File: config.mk
export PLATFORM = sky130hd
export DESIGN_NAME = d_cache_ctrl
export DESIGN_NICKNAME = d
export VERILOG_FILES = /design/src/rtl/d_cache_ctrl_pkg.sv /design/src/rtl/d_cache_array.sv /design/src/rtl/d_cache_ctrl.sv
export SDC_FILE = /design/constraint.sdc
export NUM_CORES = 1
export LEC_CHECK = 0
export ABC_CLOCK_PERIOD_IN_PS = 4160
export BUFFER_PORTS_ARGS = -buffer_cell sky130_fd_sc_hd__buf_2
export CORE_ASPECT_RATIO = 1.75
export CORE_MARGIN = 2
export CORE_UTILIZATION = 40
export DETAILED_ROUTE_END_ITERATION = 12
export SLEW_MARGIN = 20
export SYNTH_ARGS = -nofsm -noshare
export SYNTH_HDL_FRONTEND = slang
export SYNTH_SLANG_ARGS = --single-unit
export TNS_END_PERCENT = 30
File: constraint.sdc
create_clock -name clk -period 4.16 [get_ports clk]
set_input_delay 0.208 -clock clk [delete_from_list [all_inputs] [get_ports clk]]
set_output_delay 0.208 -clock clk [all_outputs]
set_load 0.05 [all_outputs]
File: src/rtl/d_cache_ctrl_pkg.sv
// rtl/d_cache_ctrl_pkg.sv - shared constants for the data cache controller
package d_cache_ctrl_pkg;

   typedef enum logic [1:0] {
      CACHE_IDLE  = 2'd0,
      CACHE_FILL  = 2'd1,
      CACHE_WRITE = 2'd2
   } cache_state_t;

   localparam int TAG_MSB    = 15;
   localparam int TAG_LSB    = 4;
   localparam int INDEX_MSB  = 3;
   localparam int INDEX_LSB  = 2;
   localparam int OFFSET_MSB = 1;
   localparam int OFFSET_LSB = 0;

   localparam int MEMORY_LATENCY = 4;

endpackage

File: src/rtl/d_cache_array.sv
// rtl/d_cache_array.sv - tag/valid/data storage with combinational lookup
module d_cache_array
   import d_cache_ctrl_pkg::*;
#(
   parameter int WORD_SIZE  = 16,
   parameter int LINE_WORDS = 4,
   parameter int NUM_LINES  = 4,
   parameter int TAG_W      = TAG_MSB - TAG_LSB + 1,
   parameter int IDX_W      = $clog2(NUM_LINES),
   parameter int OFF_W      = $clog2(LINE_WORDS)
) (
   input  logic                          clk,
   input  logic                          reset_n,
   input  logic [IDX_W-1:0]              lookup_index,
   input  logic [TAG_W-1:0]              lookup_tag,
   input  logic [OFF_W-1:0]              lookup_offset,
   output logic                          lookup_hit,
   output logic [WORD_SIZE-1:0]          lookup_word,
   input  logic                          install_en,
   input  logic [IDX_W-1:0]              install_index,
   input  logic [TAG_W-1:0]              install_tag,
   input  logic [WORD_SIZE*LINE_WORDS-1:0] install_line,
   input  logic                          update_en,
   input  logic [IDX_W-1:0]              update_index,
   input  logic [OFF_W-1:0]              update_offset,
   input  logic [WORD_SIZE-1:0]          update_word
);

   logic [NUM_LINES-1:0]            valid;
   logic [TAG_W-1:0]                tags  [NUM_LINES];
   logic [WORD_SIZE*LINE_WORDS-1:0] lines [NUM_LINES];

   always_comb begin
      lookup_hit  = valid[lookup_index] && (tags[lookup_index] == lookup_tag);
      lookup_word = lines[lookup_index][WORD_SIZE*int'(lookup_offset) +: WORD_SIZE];
   end

   always_ff @(posedge clk or negedge reset_n) begin
      if (!reset_n)
         valid <= '0;
      else if (install_en)
         valid[install_index] <= 1'b1;
   end

   // Tag and data contents survive reset; only the valid bits are cleared.
   always_ff @(posedge clk) begin
      if (install_en) begin
         tags[install_index]  <= install_tag;
         lines[install_index] <= install_line;
      end else if (update_en) begin
         lines[update_index][WORD_SIZE*int'(update_offset) +: WORD_SIZE] <= update_word;
      end
   end

endmodule

File: src/rtl/d_cache_ctrl.sv
// rtl/d_cache_ctrl.sv - direct-mapped write-through no-allocate data cache controller
module d_cache_ctrl
   import d_cache_ctrl_pkg::*;
#(
   parameter int WORD_SIZE   = 16,
   parameter int LINE_WORDS  = 4,
   parameter int NUM_LINES   = 4,
   parameter int MEM_LATENCY = MEMORY_LATENCY
) (
   input  logic                            clk,
   input  logic                            reset_n,
   input  logic                            d_readC,
   input  logic                            d_writeC,
   input  logic [WORD_SIZE-1:0]            d_address,
   input  logic [WORD_SIZE-1:0]            d_wdata,
   output logic [WORD_SIZE-1:0]            d_rdata,
   output logic                            d_cache_hit,
   output logic                            d_write_done,
   input  logic                            bus_granted,
   output logic                            mem_read,
   output logic                            mem_write,
   output logic [WORD_SIZE-1:0]            mem_address,
   output logic [WORD_SIZE-1:0]            mem_wdata,
   input  logic [WORD_SIZE*LINE_WORDS-1:0] mem_rdata
);

   localparam int CW = (MEM_LATENCY > 1) ? $clog2(MEM_LATENCY) : 1;
   localparam logic [CW-1:0] LAST = CW'(MEM_LATENCY - 1);

   cache_state_t         state, state_next;
   logic [CW-1:0]        count, count_next;
   logic [WORD_SIZE-1:0] addr_next, wdata_next;
   logic                 arr_hit;
   logic [WORD_SIZE-1:0] arr_word;
   logic                 install_en, update_en;

   d_cache_array #(
      .WORD_SIZE  (WORD_SIZE),
      .LINE_WORDS (LINE_WORDS),
      .NUM_LINES  (NUM_LINES)
   ) u_array (
      .clk           (clk),
      .reset_n       (reset_n),
      .lookup_index  (d_address[INDEX_MSB:INDEX_LSB]),
      .lookup_tag    (d_address[TAG_MSB:TAG_LSB]),
      .lookup_offset (d_address[OFFSET_MSB:OFFSET_LSB]),
      .lookup_hit    (arr_hit),
      .lookup_word   (arr_word),
      .install_en    (install_en),
      .install_index (mem_address[INDEX_MSB:INDEX_LSB]),
      .install_tag   (mem_address[TAG_MSB:TAG_LSB]),
      .install_line  (mem_rdata),
      .update_en     (update_en),
      .update_index  (d_address[INDEX_MSB:INDEX_LSB]),
      .update_offset (d_address[OFFSET_MSB:OFFSET_LSB]),
      .update_word   (d_wdata)
   );

   always_ff @(posedge clk or negedge reset_n) begin
      if (!reset_n) begin
         state       <= CACHE_IDLE;
         count       <= '0;
         mem_address <= '0;
         mem_wdata   <= '0;
      end else begin
         state       <= state_next;
         count       <= count_next;
         mem_address <= addr_next;
         mem_wdata   <= wdata_next;
      end
   end

   always_comb begin
      state_next   = state;
      count_next   = count;
      addr_next    = mem_address;
      wdata_next   = mem_wdata;
      mem_read     = 1'b0;
      mem_write    = 1'b0;
      d_write_done = 1'b0;
      d_cache_hit  = 1'b0;
      install_en   = 1'b0;
      update_en    = 1'b0;
      case (state)
         CACHE_IDLE: begin
            // A simultaneous write takes priority and suppresses the read hit.
            if (d_writeC) begin
               if (!bus_granted) begin
                  state_next = CACHE_WRITE;
                  count_next = '0;
                  addr_next  = d_address;
                  wdata_next = d_wdata;
                  update_en  = arr_hit;
               end
            end else if (d_readC) begin
               if (arr_hit) begin
                  d_cache_hit = 1'b1;
               end else if (!bus_granted) begin
                  state_next = CACHE_FILL;
                  count_next = '0;
                  addr_next  = {d_address[WORD_SIZE-1:OFFSET_MSB+1], {(OFFSET_MSB+1){1'b0}}};
               end
            end
         end
         CACHE_FILL: begin
            if (!bus_granted) begin
               mem_read = 1'b1;
               if (count == LAST) begin
                  install_en = 1'b1;
                  state_next = CACHE_IDLE;
                  count_next = '0;
               end else begin
                  count_next = count + 1'b1;
               end
            end
         end
         CACHE_WRITE: begin
            if (!bus_granted) begin
               mem_write = 1'b1;
               if (count == LAST) begin
                  d_write_done = 1'b1;
                  state_next   = CACHE_IDLE;
                  count_next   = '0;
               end else begin
                  count_next = count + 1'b1;
               end
            end
         end
         default: state_next = CACHE_IDLE;
      endcase
      d_rdata = d_cache_hit ? arr_word : '0;
   end

endmodule
; ---- After elaboration in Yosys (flattened, before gate mapping)
; Memories as Yosys holds them, arrays and structs flattened.
; Cells that the tools add are included.
[totals]
romBits = 0
ff_bits = 40
input_bits = 101
mem_bits_rw = 304
latch_bits = 0
n_memories = 2
out_inout_bits = 52
wordCells = 85
[memory_table]
columns = name, depth, width, read_ports, rd_clocked_by_memory_dff, write_ports, line_no
row1 = u_array.lines, 4, 64, 1, 0, 1, d_cache_array.sv:31  ; logic [WORD_SIZE*LINE_WORDS-1:0] lines [NUM_LINES];
row2 = u_array.tags, 4, 12, 1, 0, 1, d_cache_array.sv:30  ; logic [TAG_W-1:0] tags [NUM_LINES];
[classes]
shifts = 3
muxes = 47
n_div = 0
n_eq_ne = 10
n_reduce_logical = 11
n_lt_le_gt_ge = 3
addsub = 2
bitwise_logic = 2
multipliers = 0
[op_table]
columns = operator, n
row1 = $mux W64, 3
row2 = $mux W16, 6
row3 = $reduce_or A64 Y1, 1
row4 = $shift A16 B33 Y64 const A, 1
row5 = $shiftx A16 B33 Y64, 1
row6 = $shiftx A64 B7 Y16, 1
row7 = $neg A6 Y33, 1
row8 = $mux W2, 14
row9 = $mux W1, 20
row10 = $eq A12 B12 Y1, 1
row11 = $pmux W2 S2, 2
row12 = $reduce_and A4 Y1, 2
row13 = $lt A2 B3 Y1 const B, 2
row14 = $ne A2 B2 Y1 const B, 3
row15 = $ne A3 B3 Y1 const B, 2
row16 = $reduce_and A5 Y1, 1
row17 = $eq A2 B2 Y1 const B, 2
row18 = $or A4 B4 Y4, 1
row19 = $reduce_bool A2 Y1, 2
row20 = $reduce_and A3 Y1, 1
row21 = $add A2 B1 Y2 const B, 1
row22 = $bmux W1 S2, 1
row23 = $demux W1 S2, 1
row24 = $eq A2 B1 Y1 const B, 1
row25 = 6 further kinds, 7

; ---- Depth between registers and ports, before layout
[logic_depth]
word_depth = 11
ltp_mapped = 12
ltp_nobuf = 8

; ---- Hierarchy
; A second synthesis with hierarchy kept.
[unflattened]
cells_unflattened = 839
area_unflattened_um2 = 14491.4
[by_module_without_submodules]
columns = mod, seq_area_each_um2, n_inst, cells_per_inst, area_each_um2
row1 = d_cache_array, 9228.9, 1, 714, 12796.0
row2 = d_cache_ctrl, 900.9, 1, 125, 1695.4

; ---- Worst setup path after synthesis
; No wires, ideal clock.
[synth_path]
kind = flip-flop to flip-flop
startpoint = register state[1]
endpoint = memory u_array.lines[3][0] (netlist name), enable pin
slack_ns = 0.603
path_stages_with_launch = 10
setup_time_ns = 0.388
t_arrival_ns = 3.168
n_path_buf = 1
t_required_ns = 3.772
synth_period_minus_slack_ns = 3.557
cell_sequence = dfrtp_1 inv_1 ha_1 nor2b_1 and2_1 clkbuf_1 nor2_1 nand4_2 mux2_2 nor2_1
[synth_between]
elab_chain_len = 7
word_cells_on_any_way = 12
cone_classes = eq/ne (1) / mux (9) / reduce/logical (2)
[synth_rtl]
columns = item, line_no
row1 = "start, declared", d_cache_ctrl.sv:30  ; cache_state_t state, state_next;
row2 = "start signal, assigned", d_cache_ctrl.sv:66  ; state <= state_next;
row3 = $logic_not A2 Y1, d_cache_ctrl.sv:84  ; case (state)
row4 = $mux W1, d_cache_ctrl.sv:84
row5 = $mux W1, d_cache_array.sv:50  ; end else if (update_en) begin
row6 = $mux W1, d_cache_array.sv:47  ; if (install_en) begin
row7 = $mux W64 (not written as such), d_cache_array.sv:51  ; lines[update_index][WORD_SIZE*int'(update_offset) +: WORD_SIZE] <= update_word;
row8 = $reduce_or A64 Y1 (no line), --
row9 = $mux W2 (no line) or $mux W64 (tied branches), --
row10 = "end, declared", d_cache_array.sv:31
; Several ways; a longest one is shown, not always the timed one.

; ---- Worst setup path after layout
[layout_path]
startpoint = memory u_array.tags[1][7] (netlist name)
endpoint = output port d_rdata[13]
[layout_between]
elab_chain_len = 8
[layout_rtl]
columns = item, line_no
row1 = "start, declared", d_cache_array.sv:30
row2 = $mem_v2 Z4 W12, --
row3 = $eq A12 B12 Y1, d_cache_array.sv:34  ; lookup_hit = valid[lookup_index] && (tags[lookup_index] == lookup_tag);
row4 = $logic_and A1 B1 Y1, d_cache_array.sv:34
row5 = $mux W1, d_cache_ctrl.sv:96  ; if (arr_hit) begin
row6 = $mux W1, d_cache_ctrl.sv:95  ; end else if (d_readC) begin
row7 = $mux W1, d_cache_ctrl.sv:87  ; if (d_writeC) begin
row8 = $mux W1, d_cache_ctrl.sv:84
row9 = $mux W16, d_cache_ctrl.sv:131  ; d_rdata = d_cache_hit ? arr_word : '0;
row10 = "end, declared", d_cache_ctrl.sv:16  ; output logic [WORD_SIZE-1:0] d_rdata,
; No other way between the ends.

==> key figures <==
Cells and area
  • Register area: 10,100 um2
  • Ant diodes: 0
  • Most frequent cells in the layout: 304 x edfxtp_1, 184 x nand2_1, 150 x buf_2
  • Multi-input combinational cell area: about 4400 um2
  • Synthesis-to-layout area growth: 20.2%
  • Post-Route Utilization: 0.486
  • Most common cell after layout, fill and taps aside: edfxtp_1
  • Post-layout net count: 1,226
  • # fillers: roughly 3,200
  • Layout cells sized above 1: 0.364

Timing
  • Final setup viols: 0
  • Hold Fails Final Rpt: 0
  • Clock period minus worst slack: about 3.2 ns
  • Final Cycle Share: 0.775
  • Total negative setup slack: 0 ns
  • Unrepaired setup endpoints after global routing: no
  • Pins Over Slew Limit: 0
  • Rel. slew slack: 0.331
  • Max Clk Rate: a little over 300 MHz
  • Clock Skews: roughly 0.022 ns
  • Worst-Margin Slew: approximately 1.0 ns

CTS
  • Clock buffer count from CTS: 31
  • H-tree depth: 1
  • Clk buf depth: 3
  • CTS sink cnt: around 340
  • Clock Pin Slew Worst Setup and Hold Paths: about 0.06 ns
  • Post-CTS sizing: 0
  • Worst-Skew Late Latency: between 0.5 and 0.6 ns
  • CTS tree: done
  • Root Driver: clkbuf_16

GRT
  • All-Layer GR Usage: 0.211
  • Largest net degree at the start of global routing: between 60 and 70
  • Remaining global-route overflow: 0
  • First-pass GRT wire length: just under 60 mm
  • Initial antenna violation count: 1
  • Vias in the first global route: ~9,000

Pwr
  • P per Cell Area: 488 nW/um2
  • Worst vdd ir: between 0.0004 and 0.0005 V
  • Leakage power: around 6.5 nW

Detailed routing
  • Initial DRC count: 471
  • Residual DRC: 0
  • Vias/cell: between 5 and 6
  • Average wire per standard cell: between 20 and 30 um
  • Detail Route Antenna Nets: 0
  • Total number of vias: between 8,000 and 9,000
  • Pre-antenna DRT Iters: 5
  • Final WL: 40.6 mm

Synth
  • Main synth FF type: edfxtp_1
  • Fraction of registers with async set or reset after synthesis: 0.116
  • FF+latch count, synth: around 340
  • Seq/Total Area, Yosys: 0.681
  • Mean Syn Cell Area: 16.9 um2
  • Mapped Cells: just under 900
  • Synth top area share: 0.614
  • Synth warnings: 0
  • Synth area leader: edfxtp_1
  • Yosys cell types: 46
  • Mapped Area: 14,900 um2
  • Number of flops mapped to enable cells by yosys: 304
  • Synthesized Nets: 990
  • Synth area leaders: edfxtp_1 61%, mux4_2 13%, dfrtp_1 6.7%

Critical path
  • Critical path class: register to primary output
  • CP Launch Type: register
  • Setup crit end kind: primary output
  • CP required: ~4.0 ns
  • CP max FO: 17
  • Worst Path Arrival: between 3 and 4 ns

Placement
  • Buffers on Ports: ~150
  • RePlAce Congestion: a little over 0.8
  • Detailed Place HPWL: 28.2 mm

Die
  • Die Wd: approximately 150 um
  • Initial Utilization: 0.404
  • Die ar.: about 39,000 um2
  • # rows: just over 90
  • Core footprint: 36,800 um2
  • IO Count: ~150
  • Overall die height: 259 um

Hold path
  • Worst min path class: primary input to register

Status
  • Outcome: finished clean

Run
  • Max-Cap Viols: 0
==> report_power, final <==
group / internal [mW] / switching, mW / leakage [nW]
sequential: 4.02 / 0.180 / 3.23
combinational: 0.506 / 1.16 / 2.77
clock: 1.62 / 1.23 / 0.512
total: 6.14 / 2.57 / 6.51
==> worst max-delay path, cell delays in order (launching register included) <==
cell      delay [ns]
edfxtp_1        0.38
mux4_2          0.47
xnor2_1         0.25
nand4_1         0.22
nor3_1          0.26
nand3_1         0.11
buf_4           0.21
and2b_1         0.27
buf_2           0.28
==> path summary, 6_finish.rpt <==
| check | from | endpoint | slack (ns) | cells after the start |
|---|---|---|---|---|
| setup reg to reg | u_array.tags[2][5] | u_array.lines[3][15] | 1.04 | 8 |
| min in group asynchronous | reset_n | state[0] | 0.26 | 3 |
| max in group asynchronous | reset_n | mem_wdata[4] | 3.46 | 3 |
| setup / recovery | u_array.tags[1][7] | d_rdata[13] | 0.94 | 8 |
| hold reg to reg | u_array.valid[0] | u_array.valid[0] | 0.47 | 1 |
| hold / removal | mem_rdata[50] | u_array.lines[0][50] | 0.008 | 3 |
==> logic make-up (layout without fill, tap and decap cells) <==
kind of cell / Yosys count / count (layout) / share of synthesized area
XOR/XNOR: 15 / 15 / 0.0114
adder cells (fa/ha/maj): 9 / 9 / 0.00757
AND/OR/NAND/NOR: 260 / 260 / 0.0764
AO/OA/AOI/OAI: 81 / 81 / 0.0453
buffers and inverters: 54 / 314 / 0.0229
flip-flops: 344 / 344 / 0.681
multiplexers: 117 / 117 / 0.155
==> area by class of cell <==
cell class,count,area share
Sequential cell,344,0.566
Multi-Input combinational cell,482,0.248
Timing Repair Buffer,248,0.0925
Clock buffer,50,0.0553
Tap cell,475,0.0332
Clock inverter,7,0.00252
Inverter,9,0.00189
==> state kept, by name (all words and copies together) (netlist names) <==
| name | count |
|---|---|
| count | 2 |
| mem_address | 16 |
| mem_wdata | 16 |
| state | 2 |
| u_array.lines | 256 |
| u_array.tags | 48 |
| u_array.valid | 4 |
==> per-stage QoR <==
| step | hold slack (ns) | std cells | area (um2) | worst slack [ns] | total power [mW] |
|---|---|---|---|---|---|
| floorplan | -0.0876 | 880 | 14900 | 0.603 | 5.38 |
| global placement | 0.341 | 1496 | 16200 | 0.750 | 5.88 |
| detailed placement | 0.341 | 1496 | 16200 | 0.757 | 5.91 |
| CTS | 0.000176 | 1614 | 17900 | 0.891 | 8.79 |
| global route | 0.00765 | 1615 | 17900 | 0.689 | 9.02 |
| finish | 0.00755 | 1615 | 17900 | 0.936 | 8.72 |
==> metal layers <==
metal  GRT usage  up-vias  wire length, um
met5           0        -                7
met4      0.0634        2             1090
met3      0.0302       51             1870
met2       0.421      248            23800
met1       0.222     4351            13800
li1            -     3831                -
==> what timing repair did <==
| action | in CTS | in global routing |
|---|---|---|
| buffers inserted | 0 | 0 |
| endpoints found under the hold margin | 207 | 1 |
| hold buffers | 61 | 1 |
==> Yosys cell counts, types with 3 or more instances <==
| cell type | instances |
|---|---|
| a21oi_1 | 5 |
| and2_1 | 3 |
| and3_1 | 3 |
| buf_1 | 4 |
| buf_2 | 7 |
| buf_6 | 15 |
| clkbuf_1 | 18 |
| dfrtp_1 | 40 |
| edfxtp_1 | 304 |
| ha_1 | 9 |
| inv_1 | 8 |
| mux2_1 | 8 |
| mux2_2 | 9 |
| mux2i_1 | 11 |
| mux4_2 | 88 |
| nand2_1 | 184 |
| nand4_1 | 3 |
| nor2_1 | 24 |
| nor2b_1 | 24 |
| nor3b_1 | 4 |
| o21ai_0 | 7 |
| o21ai_2 | 60 |
| or2_2 | 4 |
| xnor2_1 | 6 |
| xnor2_2 | 5 |
| xor2_1 | 4 |
Power figures use the tool's default switching activity.
